**src/rtl/ber_meas_ctrl.sv**
```systemverilog
// BER measurement-window controller: counts received bits and bit errors
// over a fixed gate window, snapshots the counts, pulses START for the
// display block, holds for a settle period, then rearms (RUN) or stops (SINGLE).
module ber_meas_ctrl #(
  parameter int BW_WIN   = 32,
  parameter int WIN_LEN  = 100_000_000,
  parameter int BW_HOLD  = 16,
  parameter int HOLD_LEN = 4096
) (
  input  logic        CLK,
  input  logic        RSTX,
  input  logic        RUN,
  input  logic        SINGLE,
  input  logic        BIT_VALID,
  input  logic        BIT_ERR,
  output logic [57:0] RECV_CNT,
  output logic [63:0] ERR_CNT,
  output logic        START,
  output logic        NODATA,
  output logic        MEASURING,
  output logic        DONE
);

  typedef enum logic [2:0] {IDLE, CLEAR, GATE, SNAP, HOLD} state_t;

  localparam logic [BW_WIN-1:0]  WIN_LAST  = BW_WIN'(WIN_LEN - 1);
  localparam logic [BW_HOLD-1:0] HOLD_LAST = BW_HOLD'(HOLD_LEN - 1);

  state_t              state, state_nxt;
  logic                single_mode, single_nxt;
  logic [BW_WIN-1:0]   win_cnt;
  logic [BW_HOLD-1:0]  hold_cnt, hold_nxt;
  logic [57:0]         acc_recv, acc_recv_nxt;
  logic [63:0]         acc_err;
  logic                recv_inc, err_inc;

  // Saturating accumulate; an error is only counted while it keeps err <= recv,
  // so the ratio stays meaningful even once the bit count has saturated.
  always_comb begin
    recv_inc     = BIT_VALID && (acc_recv != '1);
    acc_recv_nxt = acc_recv + 58'(recv_inc);
    err_inc      = BIT_VALID && BIT_ERR && (acc_err != '1) &&
                   ({6'b0, acc_recv_nxt} > acc_err);
  end

  // Next-state logic; a latched single shot ignores RUN until it finishes.
  always_comb begin
    state_nxt  = state;
    single_nxt = single_mode;
    hold_nxt   = (state == HOLD) ? hold_cnt + BW_HOLD'(1) : '0;
    case (state)
      IDLE: begin
        if (RUN) begin
          state_nxt  = CLEAR;
          single_nxt = 1'b0;
        end else if (SINGLE) begin
          state_nxt  = CLEAR;
          single_nxt = 1'b1;
        end
      end
      CLEAR: state_nxt = GATE;
      GATE: begin
        if (!single_mode && !RUN) state_nxt = IDLE;
        else if (win_cnt == WIN_LAST) state_nxt = SNAP;
      end
      SNAP: state_nxt = HOLD;
      HOLD: begin
        if (hold_cnt == HOLD_LAST)
          state_nxt = (RUN && !single_mode) ? CLEAR : IDLE;
      end
      default: state_nxt = IDLE;
    endcase
  end

  // State, mode and hold counter registers.
  always_ff @(posedge CLK or negedge RSTX) begin
    if (!RSTX) begin
      state       <= IDLE;
      single_mode <= 1'b0;
      hold_cnt    <= '0;
    end else begin
      state       <= state_nxt;
      single_mode <= single_nxt;
      hold_cnt    <= hold_nxt;
    end
  end

  // Window counter and accumulators: cleared in CLEAR, advanced in GATE.
  always_ff @(posedge CLK or negedge RSTX) begin
    if (!RSTX) begin
      win_cnt  <= '0;
      acc_recv <= '0;
      acc_err  <= '0;
    end else if (state == CLEAR) begin
      win_cnt  <= '0;
      acc_recv <= '0;
      acc_err  <= '0;
    end else if (state == GATE) begin
      win_cnt  <= win_cnt + BW_WIN'(1);
      acc_recv <= acc_recv_nxt;
      acc_err  <= acc_err + 64'(err_inc);
    end
  end

  // Registered outputs; START is withheld when the divisor would be zero.
  always_ff @(posedge CLK or negedge RSTX) begin
    if (!RSTX) begin
      RECV_CNT  <= '0;
      ERR_CNT   <= '0;
      START     <= 1'b0;
      NODATA    <= 1'b0;
      MEASURING <= 1'b0;
      DONE      <= 1'b0;
    end else begin
      START     <= 1'b0;
      MEASURING <= (state_nxt == GATE);
      DONE      <= (state_nxt == HOLD) && (hold_nxt == HOLD_LAST);
      if (state == SNAP) begin
        RECV_CNT <= acc_recv;
        ERR_CNT  <= acc_err;
        NODATA   <= (acc_recv == '0);
        START    <= (acc_recv != '0);
      end
    end
  end

endmodule
```
**config.mk**
```make
export PLATFORM = sky130hd
export DESIGN_NAME = ber_meas_ctrl
export DESIGN_NICKNAME = d
export VERILOG_FILES = /design/src/rtl/ber_meas_ctrl.sv
export SDC_FILE = /design/constraint.sdc
export NUM_CORES = 1
export LEC_CHECK = 0
export CORE_MARGIN = 5
export CORE_UTILIZATION = 40
export CTS_CLUSTER_DIAMETER = 100
export DETAILED_ROUTE_END_ITERATION = 10
export GPL_TIMING_DRIVEN = 0
export PLACE_DENSITY_LB_ADDON = 0.2
export SYNTH_ARGS = -nofsm -noshare
export SYNTH_HDL_FRONTEND = slang
export SYNTH_SLANG_ARGS = --single-unit
```
**constraint.sdc**
```tcl
create_clock -name CLK -period 7.76 [get_ports CLK]
set_clock_uncertainty 0.1 [all_clocks]
set_input_delay 1.552 -clock CLK [delete_from_list [all_inputs] [get_ports CLK]]
set_output_delay 1.552 -clock CLK [all_outputs]
set_load 0.05 [all_outputs]
```
==> flow_summary.toml, run 1 <==
[run_status]
status = "complete, no violations"

[worst_setup_path]
max_stage_delay_ns = 0.60
r2r_start = "acc_recv[22]"
startpoint_type = "input pin"
path_delay_family = "simple AND/OR/NAND/NOR gates"
r2r_end = "acc_err[49]"
r2r_slack_ns = 0.44
crit_path_end = "acc_err[49]"
crit_type = "in2reg"
cp.buffers_inverters = 5
cp_num_cells = 26
reg2regPathDepth = 30
crit_arrival_ns = 7.82
crit_top_cell = "ha_1"
startpoint = "BIT_VALID"
crit_fanout = 8
critPathRequiredTime_ns = 8.05
worst_path_max_delay_cell = "nor4_2"
crit_path_end_kind = "flip-flop"

[grt]
grt_max_degree = 118
grt_pass1_vias = 12800
use_met2_pct = 33.0
grt_pass1_wl_microns = 74300
busiest_layer = "met2"
grt_util_all_layers_pct = 21.3
overflow = 0
antenna_found_initial = 1
grtUsageMet1_pct = 30.3
use_met3_pct = 3.76

[yosys]
async_flop_share_pct = 100
syn_area_sq_um = 15800
syn_inst = 1653
synth_edf_count = 0
syn_nets = 1723
synth_cell_types = 55
ys_ff_latch = 300
yosysSeqAreaShare_pct = 47.5
syn_avg_cell_area_sq_um = 9.56
synthFlopType = "dfrtp_1"
yosys_warnings = 0

[drt]
ant_nets = 0
drc_errors = 0
dr.pass1.iters = 6
vias = 13300
drt-initial-drc-count = 1001
wl_microns = 47600
vias_per_cell = 5.59
post_drt_wl_per_cell_microns = 20.1

[floorplan]
die_h_microns = 209
die_x_microns = 209
row_count = 72
ios = 132
initial_core_util_pct = 40.6
core_sq_um = 38900
dieArea_sq_um = 43600

[clock_tree]
cts_max_level = 2
clkTransAtPathRegs_ns = 0.06
clock-root-buffer = "clkbuf_16"
cts_tree = "done"
cts_num_sinks = 300
cts_made_buffers = 36
clock_latency_ns = 0.54
clk_path_buf_depth = 3

[sta]
fin_crit_ns = 7.53
fin_hold_ws_ns = 0.377
setup_violations = 0
worst_slew_pin_slew_ns = 0.960
finalHoldViolations = 0
slew_viol_final = 0
relSlewSlack_pct = 35.4
finalCritPeriodShare_pct = 97.0
timing.fmax_ghz = 0.133

[hold_path]
min_delay_path_depth = 2
hp-class = "reg2reg"
hold_start = "ERR_CNT[38]"

[placement]
dp_hpwl_microns = 35400
portBuffers = 131
globalplace.congestion = 0.909

[final_layout]
nets = 1899
antennaDiodeCount = 0
layout_commonest_cell = "dfrtp_1"
final_cell_mix = "dfrtp_1, nand2_1, nor2_1, clkdlybuf4s50_1, o21ai_0"
nFillCells = 3710
drive_above_1_share_pct = 9.70
area_delta_synth_final_pct = 21.6

[power]
p_leak_nw = 8.36
finalPower_mw = 4.66
vdd_ir_drop_max_uv = 200
powerDensity_nw_per_um2 = 242

[flow_run]
drv_cap = 0
## synth_stat cells (25+ instances only)
master	n	area share, %
a21oi_1	55	1.7
a31oi_1	25	0.99
and3_1	27	1.1
clkbuf_1	64	1.5
dfrtp_1	300	47
ha_1	64	5.1
inv_1	84	2.0
mux2_2	51	3.6
nand2_1	164	3.9
nand3_1	85	2.7
nand4_1	52	2.1
nor2_1	132	3.1
nor3_1	37	1.2
nor4_1	51	2.0
o21ai_0	126	4.0
xnor2_1	112	6.2
xor2_1	41	2.3
## tightest hold or removal path, cell delays in order (launching register included)
cell     delay (ns)
dfrtp_1        0.34
nand2_1        0.04
o21ai_0        0.06
## kinds of logic after synthesis
logic type / synth area share (%)
xor gates and xnor gates: 8.48
buffers and inverters: 4.36
adders and majority gates: 5.07
DFF: 47.5
and+or+nand+nor: 20.6
muxes: 3.63
AOI/OAI and AO/OA: 10.4
## layout make-up
class	count	area, sq um	share of cell area [%]
multi-input combinational	1178	7740	40.3
clock buffer	49	1040	5.42
inverter	84	315	1.64
tap	518	648	3.37
sequential	300	7510	39.1
buffer	91	378	1.97
clock inverter	15	168	0.872
timing repair buffer	138	1420	7.40
## report_power, final
group | leakage [nW] | total, mW | switching (mW) | internal, mW
Clock | 0.600 | 1.72 | 0.681 | 1.04
Combinational | 3.59 | 1.22 | 0.913 | 0.310
Sequential | 4.17 | 1.71 | 0.0649 | 1.65
## flip-flops by register name, indices dropped and copies added, names as in the netlist, 3 cells and up
signal    count
acc_recv     58
ERR_CNT      64
RECV_CNT     58
hold_cnt     16
state         3
win_cnt      32
acc_err      64
## metal layers
layer | wire (microns) | vias to the layer above
li1 | - | 6210
met1 | 21400 | 6497
met2 | 21400 | 466
met5 | 0 | -
met4 | 1570 | 0
met3 | 3180 | 87
## stage by stage
stage | cells | utilization [%] | TNS (ns) | instance area, sq um | worst slack, ns
CTS | 2369 | 49.0 | 0 | 19100 | 0.136
global route | 2373 | 49.4 | -0.247 | 19200 | -0.0645
detailed placement | 2304 | 45.8 | -20.62 | 17800 | -0.798
floorplan | 1653 | - | 0 | 15800 | 1.56
finish | 2373 | 49.4 | 0 | 19200 | 0.231
global placement | 2302 | 45.7 | -2540.85 | 17800 | -8.44
## what timing repair did
item / CTS / global route
buffers inserted: 1 / 4
hold buffers: 0 / 0
endpoints found under the hold margin: 0 / 0
setup endpoints to repair: 11 / 42
resized for setup: 2 / 21
pin swaps: 1 / 2
## worst min-delay path by stage
stage and to:
6_report ERR_CNT[38], 5_1_grt ERR_CNT[38], 4_1_cts ERR_CNT[42], 3_5_place_dp ERR_CNT[42], 3_3_place_gp ERR_CNT[38], 2_1_floorplan win_cnt[0]
(Power assumes the default switching activity.)
==> run 2: changes to the inputs <==
RECOVER_POWER = 50   (was default)
==> flow_summary.toml, run 2 (synthesis gave the netlist of run 1 again) <==
[sta]
relSlewSlack_pct = -165
fin_crit_ns = 7.49
setup_violations = 0
setup_slack_ns = 0.266
timing.fmax_ghz = 0.133
worst_slew_pin_slew_ns = 3.98
fin_setup_tns_ns = 0
slew_viol_final = 192
finalHoldViolations = 0
fin_hold_ws_ns = 0.377
finalCritPeriodShare_pct = 96.6

[floorplan]
row_count = 72
dieArea_sq_um = 43600
initial_core_util_pct = 40.6
die_h_microns = 209
core_sq_um = 38900
ios = 132
die_x_microns = 209

[worst_setup_path]
r2r_start = "acc_recv[22]"
reg2regPathDepth = 30
crit_top_cell = "ha_1"
cp.buffers_inverters = 6
crit_path_end = "acc_err[49]"
crit_path_end_kind = "flip-flop"
crit_fanout = 10
r2r_end = "acc_err[49]"
r2r_slack_ns = 0.44
cp_num_cells = 27
crit_arrival_ns = 7.78
path_delay_family = "simple AND/OR/NAND/NOR gates"
startpoint = "BIT_VALID"
critPathRequiredTime_ns = 8.05
max_stage_delay_ns = 0.58
crit_type = "in2reg"
startpoint_type = "input pin"
worst_path_max_delay_cell = "clkdlybuf4s50_1"

[placement]
pre_cts_ws_ns = -0.798
portBuffers = 131
dp_hpwl_microns = 35400
globalplace.congestion = 0.909
place_area_sq_um = 17800
place_inst = 2304

[clock_tree]
cts_tree = "done"
clk_path_buf_depth = 3
cts_num_sinks = 300
cts_max_level = 2
clock-root-buffer = "clkbuf_16"
clock_latency_ns = 0.54
hold_buffers = 0
cts_made_buffers = 36
clkTransAtPathRegs_ns = 0.06

[grt]
grt_pass1_vias = 12800
grt_pass1_wl_microns = 74300
grt_max_degree = 118
busiest_layer = "met2"
use_met2_pct = 33.0
use_met3_pct = 3.76
grt_util_all_layers_pct = 21.3
antenna_found_initial = 1
grtUsageMet1_pct = 30.3
overflow = 0

[power]
powerDensity_nw_per_um2 = 243
vdd_ir_drop_max_uv = 200
finalPower_mw = 4.66
p_leak_nw = 8.32

[drt]
post_drt_wl_per_cell_microns = 20.0
drt-initial-drc-count = 969
ant_nets = 0
vias = 13300
wl_microns = 47600
drc_errors = 0
vias_per_cell = 5.59
dr.pass1.iters = 5

[final_layout]
final_cell_area_sq_um = 19200
top_regs = "ERR_CNT: 64 flops, acc_err: 64 flops"
nets = 1899
drive_above_1_share_pct = 9.49
final_cell_mix = "dfrtp_1, nand2_1, nor2_1, clkdlybuf4s50_1, o21ai_0"
antennaDiodeCount = 0
area_delta_synth_final_pct = 21.2
stdcell_count = 2373
layout_commonest_cell = "dfrtp_1"
fin_util_pct = 49.2

[run_status]
violations = "capacitance limit, slew limit"
status = "finished with violations"

[flow_run]
drv_cap = 2

[hold_path]
hp-class = "reg2reg"
## run 2: cell types whose count changed in the layout (fill, tap and decap cells not counted), sizes merged
cell           delta
dlygate4sd3       +2
clkbuf            +3
clkdlybuf4s50     -2
buf               -3
## run 2: how the worst min path moves through the flow
stage               cells after the start          end  slack, ns   startpoint
floorplan                               1   win_cnt[0]       0.37   win_cnt[0]
global route                            2  ERR_CNT[38]       0.40  ERR_CNT[38]
global placement                        2  ERR_CNT[38]       0.37  ERR_CNT[38]
detailed placement                      2  ERR_CNT[42]       0.37  ERR_CNT[42]
finish                                  2  ERR_CNT[38]       0.38  ERR_CNT[38]
CTS                                     2  ERR_CNT[42]       0.38  ERR_CNT[42]
## run 2: where the power goes
| part | internal (mW) | switching (mW) |
|---|---|---|
| clock network | 1.04 | 0.678 |
| logic | 0.307 | 0.915 |
| registers | 1.65 | 0.0647 |
| total | 3.00 | 1.66 |
## run 2: metal layers
layer,vias up,wire length (microns)
li1,6200,-
met1,6517,21400
met2,464,21600
met3,81,3110
met4,0,1490
met5,-,0
## run 2: layout make-up
cell class / instances / area (sq um)
fill: 3715 / 19800
multi-input combinational: 1178 / 7720
sequential: 300 / 7510
timing repair buffer: 138 / 1390
clock buffer: 49 / 1040
tap: 518 / 648
buffer: 91 / 377
inverter: 84 / 315
clock inverter: 15 / 168
## run 2: worst min-delay path: stages (launching register included)
cell	delay, ns
dfrtp_1	0.34
nand2_1	0.04
o21ai_0	0.06
## run 2: timing repair
action / in CTS / in global routing
setup endpoints to repair: 11 / 42
cloned: 0 / 0
pin swaps: 1 / 2
gates resized for setup: 2 / 21
setup buffers: 1 / 4
==> run 3: changes to the inputs <==
CTS_CLUSTER_SIZE = 28   (was default)
MAX_ROUTING_LAYER = met4   (was default)
RECOVER_POWER = default   (was 50)
==> flow_summary.toml, run 3 (synthesis gave the netlist of run 1 again) <==
[clock_tree]
clock_latency_ns = 0.52
cts_num_sinks = 300
cts_tree = "done"
clk_path_buf_depth = 3
clock-root-buffer = "clkbuf_16"
cts_made_buffers = 15
clkTransAtPathRegs_ns = 0.12
cts_max_level = 1

[sta]
slew_viol_final = 0
finalHoldViolations = 0
finalCritPeriodShare_pct = 96.5
timing.fmax_ghz = 0.134
fin_hold_ws_ns = 0.385
setup_violations = 0
worst_slew_pin_slew_ns = 0.968
relSlewSlack_pct = 34.9
setup_slack_ns = 0.271
fin_crit_ns = 7.49

[drt]
post_drt_wl_per_cell_microns = 20.2
drt-initial-drc-count = 1073
vias = 13100
wl_microns = 47100
dr.pass1.iters = 5
ant_nets = 0
vias_per_cell = 5.64
drc_errors = 0

[floorplan]
row_count = 72
die_x_microns = 209
core_sq_um = 38900
initial_core_util_pct = 40.6
dieArea_sq_um = 43600
ios = 132
die_h_microns = 209

[final_layout]
nets = 1878
drive_above_1_share_pct = 7.51
layout_commonest_cell = "dfrtp_1"
top_regs = "ERR_CNT: 64 flops, acc_err: 64 flops"
fin_util_pct = 47.2
stdcell_count = 2329
area_delta_synth_final_pct = 16.3
final_cell_area_sq_um = 18400
antennaDiodeCount = 0
final_cell_mix = "dfrtp_1, nand2_1, nor2_1, clkdlybuf4s50_1, o21ai_0"

[run_status]
status = "complete, no violations"

[power]
vdd_ir_drop_max_uv = 211
clockPowerShare_pct = 23.6
powerDensity_nw_per_um2 = 209
p_comb_share_pct = 32.0
internal_power_mw = 2.33
power.switching_mw = 1.52
switching_share_pct = 39.4
pwr-share-seq_pct = 44.5
p_leak_nw = 7.95

[worst_setup_path]
r2r_slack_ns = 0.42
crit_path_end_kind = "flip-flop"
r2r_end = "acc_err[34]"
crit_type = "in2reg"
r2r_start = "acc_recv[22]"
startpoint_type = "input pin"
crit_fanout = 9
crit_arrival_ns = 7.78
reg2regPathDepth = 30
critPathRequiredTime_ns = 8.05

[placement]
pre_cts_ws_ns = -0.869
globalplace.congestion = 0.923
place_inst = 2304
portBuffers = 131
dp_hpwl_microns = 35700
place_area_sq_um = 17800

[hold_path]
min_delay_path_depth = 2
min_to = "ERR_CNT[43]"
hold_start = "ERR_CNT[43]"
hp-class = "reg2reg"

[grt]
grt_max_degree = 106
overflow = 0
grt_util_all_layers_pct = 21.6
grt_pass1_vias = 12800
antenna_found_initial = 1
grt_pass1_wl_microns = 74000

[flow_run]
drv_cap = 0
-- run 3: worst max-delay path, cell delays in order --
cell             delay, ns
clkdlybuf4s50_1       0.59
inv_1                 0.12
a41oi_1               0.21
ha_1                  0.24
ha_1                  0.19
and3_1                0.15
clkbuf_1              0.26
nand4_1               0.13
buf_4                 0.20
nor2_2                0.41
nand3_1               0.21
xnor2_1               0.23
ha_1                  0.32
nand4_1               0.14
nor2_1                0.16
nand4_1               0.19
or3_1                 0.43
o32ai_1               0.13
o31a_1                0.20
ha_1                  0.21
nand3b_1              0.22
nor3_4                0.40
nand4_4               0.27
nor4_2                0.37
xnor2_1               0.16
nor2_1                0.06
-- run 3: per-layer routing --
layer / vias to the layer above / global-route usage (%) / share of wire, %
met4: 0 / 5.94 / 3.0
met2: 438 / 33.4 / 46
met3: 64 / 2.44 / 6.1
met1: 6498 / 30.6 / 45
li1: 6129 / - / -
met5: - / - / 0
-- run 3: power by group through the flow --
stage	combinational [mW]	clock (mW)	sequential (mW)
2_1_floorplan	0.538	0	1.92
3_3_place_gp	1.20	0	1.74
3_5_place_dp	1.22	0	1.74
4_1_cts	1.23	0.936	1.71
5_1_grt	1.32	0.983	1.72
6_report	1.23	0.907	1.71
-- run 3: layout make-up --
cell class	count	area, sq um
Timing Repair Buffer	138	1410
Buffer	91	378
Fill cell	3805	20500
Clock inverter	4	42.5
Sequential cell	300	7510
Multi-Input combinational cell	1178	7700
Inverter	84	315
Clock buffer	16	389
Tap cell	518	648
-- run 3: repair_timing --
item	4_1_cts	5_1_grt
endpoints found under the setup margin	11	19
setup buffers	3	2
hold buffers	0	0
cloned	0	0
gates resized for setup	5	11
pin swaps	1	2
-- run 3: how the worst max path moves through the flow --
stage	start	cells past startpoint	slack, ns	to
after floorplan	BIT_VALID	24	1.56	acc_err[49]
after global placement	RSTX	1	-8.32	RECV_CNT[8]
after detailed placement	BIT_VALID	25	-0.87	acc_err[63]
after CTS	BIT_VALID	26	0.28	acc_err[63]
after global routing	BIT_VALID	26	-0.02	acc_err[43]
final	BIT_VALID	26	0.27	acc_err[43]
-- run 3: stage by stage --
stage / TNS (ns) / power (mW)
floorplan: 0 / 2.46
global placement: -2507.00 / 2.94
detailed placement: -22.20 / 2.96
CTS: 0 / 3.87
global route: -0.0928 / 4.03
finish: 0 / 3.85
